$ cat config.mk
export PLATFORM = sky130hd
export DESIGN_NAME = freq_gate_counter
export DESIGN_NICKNAME = d
export VERILOG_FILES = /design/src/rtl/freq_gate_counter_pkg.sv /design/src/rtl/freq_gate_counter_sync_edge_detect.sv /design/src/rtl/freq_gate_counter.sv
export SDC_FILE = /design/constraint.sdc
export NUM_CORES = 1
export LEC_CHECK = 0
export BUFFER_PORTS_ARGS = -buffer_cell sky130_fd_sc_hd__buf_4
export CAP_MARGIN = 20
export CELL_PAD_IN_SITES_DETAIL_PLACEMENT = 1
export CELL_PAD_IN_SITES_GLOBAL_PLACEMENT = 2
export CORE_UTILIZATION = 37
export CTS_CLUSTER_DIAMETER = 60
export DETAILED_ROUTE_END_ITERATION = 16
export GPL_ROUTABILITY_DRIVEN = 0
export HOLD_SLACK_MARGIN = 0.08
export PLACE_DENSITY = 0.77
export SKIP_LAST_GASP = 1
export SLEW_MARGIN = 20
export SYNTH_ARGS = -nofsm -noshare
export SYNTH_HDL_FRONTEND = slang
export SYNTH_HIERARCHICAL = 1
export SYNTH_SLANG_ARGS = --single-unit
$ cat constraint.sdc
create_clock -name clk -period 2.1 [get_ports clk]
set_input_delay 0.42 -clock clk [delete_from_list [all_inputs] [get_ports clk]]
set_output_delay 0.42 -clock clk [all_outputs]
set_load 0.02 [all_outputs]
$ cat src/rtl/freq_gate_counter_pkg.sv
// rtl/freq_gate_counter_pkg.sv - shared state encodings and defaults for the frequency counter
package freq_gate_counter_pkg;

  // Encodings are shared with the display/BCD path, so keep them fixed.
  typedef enum logic [1:0] {
    IDLE  = 2'd0,
    GATE  = 2'd1,
    LATCH = 2'd2
  } state_t;

  // Four BCD digits downstream, so the published count tops out at 9999.
  localparam int DEF_MAX_COUNT = 9999;
  localparam int DEF_CNT_W     = 16;

endpackage

$ cat src/rtl/freq_gate_counter_sync_edge_detect.sv
// rtl/freq_gate_counter_sync_edge_detect.sv - async input synchronizer with rising-edge detect
module sync_edge_detect
  import freq_gate_counter_pkg::*;
#(
  parameter int SYNC_STAGES = 2
) (
  input  logic clk,
  input  logic rst,
  input  logic d_async,
  output logic rise
);

  logic [SYNC_STAGES-1:0] sync_q;
  logic                   prev_q;

  // Shift the async input through the synchronizer; prev_q trails the last stage by one cycle.
  always_ff @(posedge clk) begin
    if (rst) begin
      sync_q <= '0;
      prev_q <= 1'b0;
    end else begin
      sync_q <= {sync_q[SYNC_STAGES-2:0], d_async};
      prev_q <= sync_q[SYNC_STAGES-1];
    end
  end

  assign rise = sync_q[SYNC_STAGES-1] & ~prev_q;

endmodule

$ cat src/rtl/freq_gate_counter.sv
// rtl/freq_gate_counter.sv - gated edge counter publishing a saturating count per gate window
module freq_gate_counter
  import freq_gate_counter_pkg::*;
#(
  parameter int GATE_CYCLES = 100_000_000,
  parameter int SYNC_STAGES = 2,
  parameter int MAX_COUNT   = DEF_MAX_COUNT,
  parameter int CNT_W       = DEF_CNT_W
) (
  input  logic             clk,
  input  logic             rst,
  input  logic             sig_in,
  input  logic             enable,
  output logic [CNT_W-1:0] count_out,
  output logic             count_valid,
  output logic             overflow,
  output logic             gate_active
);

  localparam int GW = $clog2(GATE_CYCLES);
  // A fresh window spends GATE_CYCLES cycles in GATE; a back-to-back window also
  // counts the LATCH cycle, so its GATE phase is one cycle shorter.
  localparam logic [GW-1:0]    GATE_LOAD   = GW'(GATE_CYCLES - 1);
  localparam logic [GW-1:0]    GATE_RELOAD = GW'(GATE_CYCLES - 2);
  localparam logic [CNT_W-1:0] MAX_C       = CNT_W'(MAX_COUNT);

  state_t           state;
  state_t           state_nx;
  logic [GW-1:0]    gate_cnt;
  logic [CNT_W-1:0] edge_cnt;
  logic             ovf_flag;
  logic             rise;

  sync_edge_detect #(
    .SYNC_STAGES(SYNC_STAGES)
  ) u_sync (
    .clk    (clk),
    .rst    (rst),
    .d_async(sig_in),
    .rise   (rise)
  );

  // State register.
  always_ff @(posedge clk) begin
    if (rst) state <= IDLE;
    else     state <= state_nx;
  end

  // Next state: dropping enable mid-window aborts without publishing.
  always_comb begin
    state_nx = state;
    case (state)
      IDLE:    if (enable) state_nx = GATE;
      GATE: begin
        if (!enable)             state_nx = IDLE;
        else if (gate_cnt == '0) state_nx = LATCH;
      end
      LATCH:   state_nx = enable ? GATE : IDLE;
      default: state_nx = IDLE;
    endcase
  end

  assign gate_active = (state == GATE) || (state == LATCH);

  // Gate timer and saturating edge counter; an edge seen during LATCH opens the next window.
  always_ff @(posedge clk) begin
    if (rst) begin
      gate_cnt <= '0;
      edge_cnt <= '0;
      ovf_flag <= 1'b0;
    end else begin
      case (state)
        GATE: begin
          gate_cnt <= gate_cnt - GW'(1);
          if (rise) begin
            if (edge_cnt == MAX_C) ovf_flag <= 1'b1;
            else                   edge_cnt <= edge_cnt + CNT_W'(1);
          end
        end
        LATCH: begin
          gate_cnt <= GATE_RELOAD;
          edge_cnt <= rise ? CNT_W'(1) : '0;
          ovf_flag <= 1'b0;
        end
        default: begin
          gate_cnt <= GATE_LOAD;
          edge_cnt <= '0;
          ovf_flag <= 1'b0;
        end
      endcase
    end
  end

  // Publish the closed window's result; count_out and overflow hold until the next LATCH.
  always_ff @(posedge clk) begin
    if (rst) begin
      count_out   <= '0;
      overflow    <= 1'b0;
      count_valid <= 1'b0;
    end else begin
      count_valid <= (state == LATCH);
      if (state == LATCH) begin
        count_out <= edge_cnt;
        overflow  <= ovf_flag;
      end
    end
  end

endmodule

==> impl_summary.log, run 1 <==
[metrics] outcome: finished, final reports clean
[metrics] reg2reg end: state[0]$_SDFFE_PP0P_
[metrics] clock sink total: 67
[metrics] number of DRC markers after the initial detailed-route iteration: 30
[metrics] count of cells along the worst hold path: 2
[metrics] CTS tree: built
[metrics] slew at the pin closest to its max-slew limit: 537 ps
[metrics] Synth Net Count: 337
[metrics] Resized cells post-CTS: 0
[metrics] ys flop type: sky130_fd_sc_hd__dfxtp_1
[metrics] cell area after synthesis: 0.00296 mm2
[metrics] critical path fanouts, max: 10
[metrics] asr flop ratio synth: 0
[metrics] type of element capturing the critical path: primary output
[metrics] Die Y: 91.4 um
[metrics] die extent in x: 91.4 um
[metrics] number of flops mapped to enable cells by yosys: 0
[metrics] HPWL reported at the end of detailed placement: 4.68 mm
[metrics] total power density per cell area: 753 mW/mm2
[metrics] via count of the first global-routing pass: 2,544
[metrics] CTS max path bufs: 2
[metrics] antenna violations before repair: 0
[metrics] synth top area cells: sky130_fd_sc_hd__dfxtp_1 45%, sky130_fd_sc_hd__nor2_1 6.3%, sky130_fd_sc_hd__xnor2_1 6.2%
[metrics] global-route wire length before repair: 11.9 mm
[metrics] Achievable Freq: 511 MHz
[metrics] number of cells on the worst reg-to-reg path: 5
[metrics] post-route clock skew: 10.6 ps
[metrics] number of antenna-violating nets in the routed design: 0
[metrics] area of the core region: 0.00773 mm2
[metrics] setup_tns: 0 ps
[metrics] Arrival @ worst endpoint: 1540 ps
[metrics] final instance area: 0.00354 mm2
[metrics] register clock-pin slew on the reported worst setup and hold paths: 70 ps
[metrics] pins over their slew limit: 0
[metrics] startpoint of the tightest hold check path: sig_in
[metrics] Yosys Warn Count: 6
[metrics] R2R setup slack: 230 ps
[metrics] source-to-sink clock delay at the later pin of the worst-skew pair: 340 ps
[metrics] CTS hold repair buffers: 0
[metrics] cells after synthesis: 327
[metrics] final worst path period need: 1960 ps
[metrics] number of remaining DRC errors: 0
[metrics] boundary pin count: 23
[metrics] Fin. Hold Viols: 0
[metrics] start-to-end type of the worst setup path: flop to primary output
[metrics] Synth area leader: sky130_fd_sc_hd__dfxtp_1
[metrics] CTS Buf Count: 9
[metrics] most instantiated library cell after synthesis: sky130_fd_sc_hd__dfxtp_1
[metrics] share of Yosys cell area claimed by the top area cell type: 0.453
[metrics] number of buffers inserted to repair setup after CTS: 0
[metrics] post-synthesis area per instance: 9.05 um2
[metrics] startpoint type of the worst setup path: flop
[metrics] static leakage: 1.28 nW
[metrics] total placed instance area: 0.00335 mm2
[metrics] number of violations of the max-capacitance limit: 0
[metrics] most numerous cell types in the synthesized netlist: 67 x sky130_fd_sc_hd__dfxtp_1, 50 x sky130_fd_sc_hd__nor2_1, 21 x sky130_fd_sc_hd__xnor2_1, 18 x sky130_fd_sc_hd__mux2i_1, 17 x sky130_fd_sc_hd__o21ai_0
[metrics] capture endpoint of the worst hold path: u_sync/sync_q[0]$_SDFF_PP0_
[metrics] portion of the clock cycle consumed by the worst path in the final layout: 0.932
[metrics] vias after detailed routing: 2,385
[metrics] remaining max-slew budget at the tightest pin: 0.637
[metrics] total number of nets in the final design: 375
[metrics] number of flip-flops and latches in the synthesized netlist: 67
[metrics] maximum number of pins on one net before global-route repair: 19
[metrics] CP required: 1680 ps
[metrics] diodes inserted: 0
[metrics] vias per std cell: 5.06
[metrics] global route overflow: 0
[metrics] initial core utilization: 0.383
[metrics] All-Layer GR Usage: 0.182
[metrics] Max VDD drop: 502 uV
[metrics] first-pass detailed-route iteration total: 4
[metrics] detail-routed net length per standard cell: 14.4 um
[metrics] worst reg2reg path startpoint: gate_cnt[19]$_SDFF_PP0_
[metrics] Die Footprint: 0.00836 mm2
[metrics] class of the most critical hold timing path: input port to flop
[metrics] layout cell share with drive strength beyond 1: 0.168
[metrics] area grow syn2layout: 19.6%
[metrics] number of cell rows: 32
[metrics] sequential area share after synthesis: 0.453
[metrics] H-tree Lvls: 3
[metrics] final WL: 6.78 mm
[metrics] root buffer selected by CTS: sky130_fd_sc_hd__clkbuf_8
[metrics] setup repair after global routing missed its margin: false
[metrics] IO Port Bufs: 22
[metrics] count of cell types in the netlist: 42
[metrics] final setup vio count: 0
[metrics] fillcell total: 918
per-stage QoR:
stage          power, mW   util  hold slack, ps  worst slack, ps  instances
4_1_cts             2.71  0.458             262              118        471
3_5_place_dp        1.63  0.433             444              218        456
2_1_floorplan       1.55      -             414              249        327
3_3_place_gp        1.62  0.433             424              283        456
6_report            2.67  0.458             283              142        471
5_1_grt             2.78  0.458             290             8.56        471
registers in the layout, summed over array words and instances, names as in the netlist:
signal,count
count_valid,1
state,2
gate_cnt,27
u_sync/sync_q,2
ovf_flag,1
u_sync/prev_q,1
count_out,16
edge_cnt,16
overflow,1
logic make-up after synthesis:
kind of cell | count (synthesis) | synth area share
buffers and inverters | 22 | 0.0296
xor gates and xnor gates | 33 | 0.0976
and+or+nand+nor | 142 | 0.260
muxes | 18 | 0.0609
adders and majority gates | 6 | 0.0254
DFF | 67 | 0.453
AOI/OAI and AO/OA | 39 | 0.0731
layout by cell type, fill, tap and decap left out, types with 2 or more instances in the layout:
master and instances:
sky130_fd_sc_hd__dfxtp_1 67, sky130_fd_sc_hd__nor2_1 50, sky130_fd_sc_hd__buf_4 39, sky130_fd_sc_hd__xnor2_1 21
sky130_fd_sc_hd__mux2i_1 18, sky130_fd_sc_hd__o21ai_0 17, sky130_fd_sc_hd__nand2_1 14, sky130_fd_sc_hd__nor3_1 14
sky130_fd_sc_hd__xor2_1 12, sky130_fd_sc_hd__nand3_1 11, sky130_fd_sc_hd__clkbuf_8 11, sky130_fd_sc_hd__nand4_1 10
sky130_fd_sc_hd__inv_1 9, sky130_fd_sc_hd__a21oi_1 9, sky130_fd_sc_hd__nor2b_1 7, sky130_fd_sc_hd__o21ai_1 6
sky130_fd_sc_hd__ha_1 6, sky130_fd_sc_hd__nor4_1 5, sky130_fd_sc_hd__or3_1 4, sky130_fd_sc_hd__nor4b_1 3
sky130_fd_sc_hd__and3_1 3, sky130_fd_sc_hd__or4_1 3, sky130_fd_sc_hd__nand2b_1 3, sky130_fd_sc_hd__a211oi_1 2
sky130_fd_sc_hd__and2_1 2, sky130_fd_sc_hd__nor3_2 2, sky130_fd_sc_hd__clkbuf_1 2
cell type report:
cell class,count,area (um2),share of cell area
clock buffers,13,159,0.0449
multi-input cells,238,1530,0.433
well taps,102,128,0.0360
clock inverters,2,35.0,0.00989
repair buffers,40,313,0.0883
inverters,9,33.8,0.00954
flip-flops and latches,67,1340,0.379
where the power goes:
part / internal (mW) / switching, mW
logic: 0.101 / 0.131
clock network: 0.606 / 0.461
registers: 1.32 / 0.0487
total: 2.03 / 0.640
worst max path at each step:
stage                            startpoint                   endpoint  slack [ps]
floorplan             state[0]$_SDFFE_PP0P_  edge_cnt[13]$_SDFFE_PP0P_         250
global placement    gate_cnt[19]$_SDFF_PP0_      state[0]$_SDFFE_PP0P_         280
detailed placement  gate_cnt[19]$_SDFF_PP0_      state[0]$_SDFFE_PP0P_         220
CTS                   state[0]$_SDFFE_PP0P_                gate_active         120
global route          state[0]$_SDFFE_PP0P_                gate_active           9
finish                state[0]$_SDFFE_PP0P_                gate_active         140
layer usage:
| metal | up-vias | part of all wire | global-route usage |
|---|---|---|---|
| met5 | - | 0 | 0 |
| met4 | 0 | 0.011 | 0.0635 |
| met3 | 6 | 0.027 | 0.0553 |
| met2 | 20 | 0.49 | 0.313 |
| met1 | 1148 | 0.47 | 0.212 |
| li1 | 1211 | - | - |
worst max-delay path, cell delays in order (launching register included):
cell	delay [ps]
sky130_fd_sc_hd__dfxtp_1	390
sky130_fd_sc_hd__inv_1	100
sky130_fd_sc_hd__ha_1	490
sky130_fd_sc_hd__buf_4	210
No activity file was read; power rests on OpenSTA's default activity.
==> run 2: changes to the inputs <==
- PLACE_DENSITY: 0.77 -> not set
- PLACE_DENSITY_LB_ADDON: not set -> 0.1
==> impl_summary.log, run 2 (same netlist as run 1, synthesis figures left out) <==
[metrics] most frequent standard cell in the layout excluding fill and tap cells: sky130_fd_sc_hd__dfxtp_1
[metrics] Crit path max-delay family: adder cells
[metrics] count of buffer and inverter cells on the critical path: 3
[metrics] root buffer selected by CTS: sky130_fd_sc_hd__clkbuf_8
[metrics] Max VDD drop: 374 uV
[metrics] global route overflow: 0
[metrics] vias per std cell: 5.10
[metrics] Die Y: 91.4 um
[metrics] global-route wire length before repair: 12.2 mm
[metrics] Achievable Freq: 503 MHz
[metrics] setup repair after global routing missed its margin: false
[metrics] delay of the slowest critical-path stage: 430 ps
[metrics] clock sink total: 67
[metrics] CP required: 1680 ps
[metrics] Setup Slack @ Placement: 215 ps
[metrics] Most common cell on crit path: sky130_fd_sc_hd__buf_4
[metrics] Die Footprint: 0.00836 mm2
[metrics] static leakage: 1.29 nW
[metrics] post-route clock skew: 4.88 ps
[metrics] type of element capturing the critical path: primary output
[metrics] number of buffers inserted to repair setup after CTS: 0
[metrics] area of the core region: 0.00773 mm2
[metrics] startpoint of the tightest hold check path: sig_in
[metrics] R2R setup slack: 200 ps
[metrics] register clock-pin slew on the reported worst setup and hold paths: 70 ps
[metrics] setup_tns: 0 ps
[metrics] antenna violations before repair: 0
[metrics] via count of the first global-routing pass: 2,519
[metrics] switching part of the total: 0.240
[metrics] CTS hold repair buffers: 0
[metrics] Fin. Hold Viols: 0
[metrics] number of antenna-violating nets in the routed design: 0
[metrics] final instance area: 0.00357 mm2
[metrics] Int Power: 2.15 mW
[metrics] final setup vio count: 0
[metrics] final WL: 7.05 mm
[metrics] max reg flops: 27
[metrics] total placed instance area: 0.00334 mm2
[metrics] detail-routed net length per standard cell: 15.0 um
[metrics] worst reg2reg path startpoint: edge_cnt[0]$_SDFFE_PP0P_
[metrics] layout cell share with drive strength beyond 1: 0.173
[metrics] start-to-end type of the worst setup path: flop to primary output
[metrics] CTS tree: built
[metrics] end-of-flow core utilization: 0.462
[metrics] fraction of power consumed by sequential logic: 0.483
[metrics] register containing the most flip-flops in the final layout: gate_cnt
[metrics] diodes inserted: 0
[metrics] boundary pin count: 23
[metrics] Gate power share: 0.083
[metrics] count of cells along the worst hold path: 2
[metrics] CTS max path bufs: 2
[metrics] number of cell rows: 32
[metrics] fraction of power consumed by the clock network: 0.434
[metrics] non-filler instance count after layout: 471
[metrics] H-tree Lvls: 3
[metrics] IO Port Bufs: 22
[metrics] initial core utilization: 0.383
[metrics] critical path fanouts, max: 8
[metrics] reg2reg end: edge_cnt[3]$_SDFFE_PP0P_
[metrics] final worst path period need: 1990 ps
[metrics] remaining max-slew budget at the tightest pin: 0.583
[metrics] die extent in x: 91.4 um
[metrics] HPWL reported at the end of detailed placement: 4.92 mm
[metrics] placed cell count: 455
[metrics] number of cells on the worst reg-to-reg path: 7
[metrics] largest registers ranked by flip-flop count: gate_cnt: 27 flops, count_out: 16 flops, edge_cnt: 16 flops
[metrics] outcome: finished, final reports clean
[metrics] slowest cell on the critical path: sky130_fd_sc_hd__ha_2
[metrics] capture endpoint of the worst hold path: u_sync/sync_q[0]$_SDFF_PP0_
[metrics] class of the most critical hold timing path: input port to flop
[metrics] total power density per cell area: 795 mW/mm2
[metrics] All-Layer GR Usage: 0.185
[metrics] number of violations of the max-capacitance limit: 0
[metrics] area grow syn2layout: 20.6%
[metrics] hold slack final: 286 ps
[metrics] net switching power figure: 0.682 mW
[metrics] Arrival @ worst endpoint: 1570 ps
[metrics] most used cells in the layout excluding fill and tap cells: 67 x sky130_fd_sc_hd__dfxtp_1, 50 x sky130_fd_sc_hd__nor2_1, 38 x sky130_fd_sc_hd__buf_4
[metrics] slew at the pin closest to its max-slew limit: 617 ps
[metrics] vias after detailed routing: 2,404
[metrics] CTS Buf Count: 9
[metrics] number of DRC markers after the initial detailed-route iteration: 15
[metrics] pins over their slew limit: 0
[metrics] Resized cells post-CTS: 0
[metrics] portion of the clock cycle consumed by the worst path in the final layout: 0.948
[metrics] number of remaining DRC errors: 0
[metrics] startpoint type of the worst setup path: flop
[metrics] fillcell total: 894
[metrics] first-pass detailed-route iteration total: 4
[metrics] source-to-sink clock delay at the later pin of the worst-skew pair: 340 ps
[metrics] total number of nets in the final design: 374
[metrics] final total power: 2.84 mW
[metrics] cell-by-cell listing of the critical path: inv_1, ha_2, buf_4, buf_4
[metrics] maximum number of pins on one net before global-route repair: 30
[metrics] minimum setup slack in the final design: 110 ps
[run 2: cell types whose count changed in the layout (fill, tap and decap cells not counted), sizes merged]
cell,before,now
clkinvlp,0,1
clkbuf,13,12
buf,40,39
bufinv,1,2
[run 2: worst max-delay path by stage]
stage | startpoint | end | slack, ps | cells after the start
3_3_place_gp | edge_cnt[0]$_SDFFE_PP0P_ | edge_cnt[3]$_SDFFE_PP0P_ | 260 | 7
4_1_cts | state[0]$_SDFFE_PP0P_ | gate_active | 40 | 4
2_1_floorplan | state[0]$_SDFFE_PP0P_ | edge_cnt[13]$_SDFFE_PP0P_ | 250 | 6
3_5_place_dp | gate_cnt[0]$_SDFF_PP0_ | state[1]$_SDFFE_PP0P_ | 210 | 7
6_report | state[1]$_SDFFE_PP0P_ | gate_active | 110 | 4
5_1_grt | state[0]$_SDFFE_PP0P_ | gate_active | 40 | 4
[run 2: cell type report]
cell class | count | area (um2) | area share
multi-input cells | 238 | 1530 | 0.430
flip-flops and latches | 67 | 1340 | 0.376
repair buffers | 39 | 305 | 0.0855
clock buffers | 12 | 155 | 0.0435
well taps | 102 | 128 | 0.0358
clock inverters | 4 | 72.6 | 0.0203
inverters | 9 | 33.8 | 0.00946
[run 2: worst register-to-register path, delay by kind of cell (launching register included)]
kind            cells  cell delay (ps)
simple gates        4              870
buf+inv             1              180
fa+ha+maj           1              250
flops               1              380
compound gates      1              160
[run 2: power groups by stage]
stage / clock network (mW) / registers, mW / logic (mW)
finish: 1.23 / 1.37 / 0.236
global route: 1.31 / 1.38 / 0.265
CTS: 1.27 / 1.37 / 0.240
detailed placement: 0 / 1.40 / 0.237
global placement: 0 / 1.39 / 0.235
floorplan: 0 / 1.39 / 0.166
[run 2: metal layers]
layer / vias up / share of wire / routed length [um] / track usage
met5: - / 0 / 0 / 0
met4: 0 / 0.023 / 160 / 0.0992
met3: 11 / 0.019 / 136 / 0.0310
met2: 23 / 0.48 / 3400 / 0.309
met1: 1165 / 0.47 / 3350 / 0.225
li1: 1205 / - / - / -
==> run 3: changes to the inputs <==
- CELL_PAD_IN_SITES_DETAIL_PLACEMENT: 1 -> 0
- clock period: 2.1 -> 2.2 ns (I/O delays scaled with it)
==> impl_summary.log, run 3 (same netlist as run 1, synthesis figures left out) <==
[metrics] outcome: finished, final reports clean
[metrics] delay of the slowest critical-path stage: 460 ps
[metrics] portion of the clock cycle consumed by the worst path in the final layout: 0.917
[metrics] setup_tns: 0 ps
[metrics] detail-routed net length per standard cell: 13.2 um
[metrics] largest registers ranked by flip-flop count: gate_cnt: 27 flops, count_out: 16 flops, edge_cnt: 16 flops
[metrics] minimum setup slack in the final design: 182 ps
[metrics] post-route clock skew: 7.31 ps
[metrics] global route overflow: 0
[metrics] non-filler instance count after layout: 470
[metrics] Setup Slack @ Placement: 189 ps
[metrics] global-route wire length before repair: 10.6 mm
[metrics] area grow syn2layout: 20.4%
[metrics] initial core utilization: 0.383
[metrics] CTS Buf Count: 9
[metrics] fraction of power consumed by sequential logic: 0.485
[metrics] vias per std cell: 4.94
[metrics] IO Port Bufs: 22
[metrics] total power density per cell area: 755 mW/mm2
[metrics] die extent in x: 91.4 um
[metrics] switching part of the total: 0.236
[metrics] HPWL reported at the end of detailed placement: 4.29 mm
[metrics] net switching power figure: 0.636 mW
[metrics] H-tree Lvls: 3
[metrics] Die Footprint: 0.00836 mm2
[metrics] total number of nets in the final design: 373
[metrics] most frequent standard cell in the layout excluding fill and tap cells: sky130_fd_sc_hd__dfxtp_1
[metrics] multi-input logic area: 0.00154 mm2
[metrics] class of the most critical hold timing path: input port to flop
[metrics] setup repair after global routing missed its margin: false
[metrics] total placed instance area: 0.00333 mm2
[metrics] CTS max path bufs: 2
[metrics] slew at the pin closest to its max-slew limit: 547 ps
[metrics] source-to-sink clock delay at the later pin of the worst-skew pair: 340 ps
[metrics] Arrival @ worst endpoint: 1580 ps
[metrics] Die Y: 91.4 um
[metrics] critical path fanouts, max: 9
[metrics] type of element capturing the critical path: primary output
[metrics] static leakage: 1.29 nW
[metrics] area of the core region: 0.00773 mm2
[metrics] final WL: 6.20 mm
[metrics] maximum number of pins on one net before global-route repair: 30
[metrics] Most common cell on crit path: sky130_fd_sc_hd__buf_4
[metrics] slowest cell on the critical path: sky130_fd_sc_hd__ha_1
[metrics] first-pass detailed-route iteration total: 6
[metrics] Gate power share: 0.081
[metrics] Crit. path cell count: 4
[metrics] most used cells in the layout excluding fill and tap cells: 67 x sky130_fd_sc_hd__dfxtp_1, 50 x sky130_fd_sc_hd__nor2_1, 37 x sky130_fd_sc_hd__buf_4
[metrics] max reg flops: 27
[metrics] layout cell share with drive strength beyond 1: 0.171
[metrics] number of antenna-violating nets in the routed design: 0
[metrics] pins over their slew limit: 0
[metrics] clock sink total: 67
[metrics] vias after detailed routing: 2,324
[metrics] number of violations of the max-capacitance limit: 0
[metrics] fraction of power consumed by the clock network: 0.434
[metrics] number of DRC markers after the initial detailed-route iteration: 41
[metrics] count of cells along the worst hold path: 2
[metrics] Crit path max-delay family: adder cells
[metrics] number of cell rows: 32
[metrics] number of remaining DRC errors: 0
[metrics] Fin. Hold Viols: 0
[metrics] number of cells on the worst reg-to-reg path: 5
[metrics] start-to-end type of the worst setup path: flop to primary output
[metrics] startpoint type of the worst setup path: flop
[metrics] boundary pin count: 23
[metrics] Achievable Freq: 495 MHz
[metrics] CP required: 1760 ps
[metrics] antenna violations before repair: 0
[metrics] All-Layer GR Usage: 0.160
[metrics] final instance area: 0.00356 mm2
[metrics] register clock-pin slew on the reported worst setup and hold paths: 70 ps
[metrics] placed cell count: 454
[metrics] Int Power: 2.05 mW
[metrics] CTS tree: built
[metrics] via count of the first global-routing pass: 2,295
[metrics] remaining max-slew budget at the tightest pin: 0.630
[metrics] sequential cell area in the final layout: 0.00134 mm2
[metrics] diodes inserted: 0
[metrics] cell-by-cell listing of the critical path: inv_1, ha_1, buf_4, buf_4
[metrics] root buffer selected by CTS: sky130_fd_sc_hd__clkbuf_8
[metrics] fillcell total: 778
[metrics] count of buffer and inverter cells on the critical path: 3
[metrics] final setup vio count: 0
[metrics] final worst path period need: 2020 ps
[metrics] Max VDD drop: 377 uV
[metrics] register containing the most flip-flops in the final layout: gate_cnt
run 3: power groups by stage:
stage          registers, mW  logic, mW  clock network, mW
6_report                1.30      0.217               1.17
3_3_place_gp            1.33      0.218                  0
5_1_grt                 1.31      0.246               1.25
2_1_floorplan           1.32      0.159                  0
3_5_place_dp            1.33      0.220                  0
4_1_cts                 1.30      0.222               1.20
run 3: area by class of cell:
type | count | area share
Clock buffer | 12 | 0.0435
Clock inverter | 4 | 0.0204
Inverter | 9 | 0.00948
Multi-Input combinational cell | 238 | 0.431
Sequential cell | 67 | 0.376
Tap cell | 102 | 0.0358
Timing Repair Buffer | 38 | 0.0836
run 3: path summary, 6_finish.rpt:
path | slack [ps] | to | from
min reg2reg | 450 | u_sync/sync_q[1]$_SDFF_PP0_ | u_sync/sync_q[0]$_SDFF_PP0_
min | 310 | u_sync/sync_q[0]$_SDFF_PP0_ | sig_in
max reg2reg | 310 | state[0]$_SDFFE_PP0P_ | gate_cnt[19]$_SDFF_PP0_
max | 180 | gate_active | state[0]$_SDFFE_PP0P_
run 3: metrics by stage:
step	util	total power [mW]	hold slack, ps
floorplan	-	1.48	414
global placement	0.431	1.55	427
detailed placement	0.431	1.55	440
CTS	0.461	2.72	297
global route	0.461	2.81	319
finish	0.461	2.69	310
run 3: repair_timing:
item	CTS	global route
endpoints found under the setup margin	0	2
buffers inserted	0	0
gates resized for setup	0	1
hold buffers	0	0
run 3: per-layer routing:
| metal | vias to the layer above | GRT usage | share of wire |
|---|---|---|---|
| li1 | 1206 | - | - |
| met1 | 1083 | 0.195 | 0.48 |
| met2 | 25 | 0.266 | 0.47 |
| met3 | 10 | 0.0293 | 0.025 |
| met4 | 0 | 0.0886 | 0.020 |
| met5 | - | 0 | 0 |
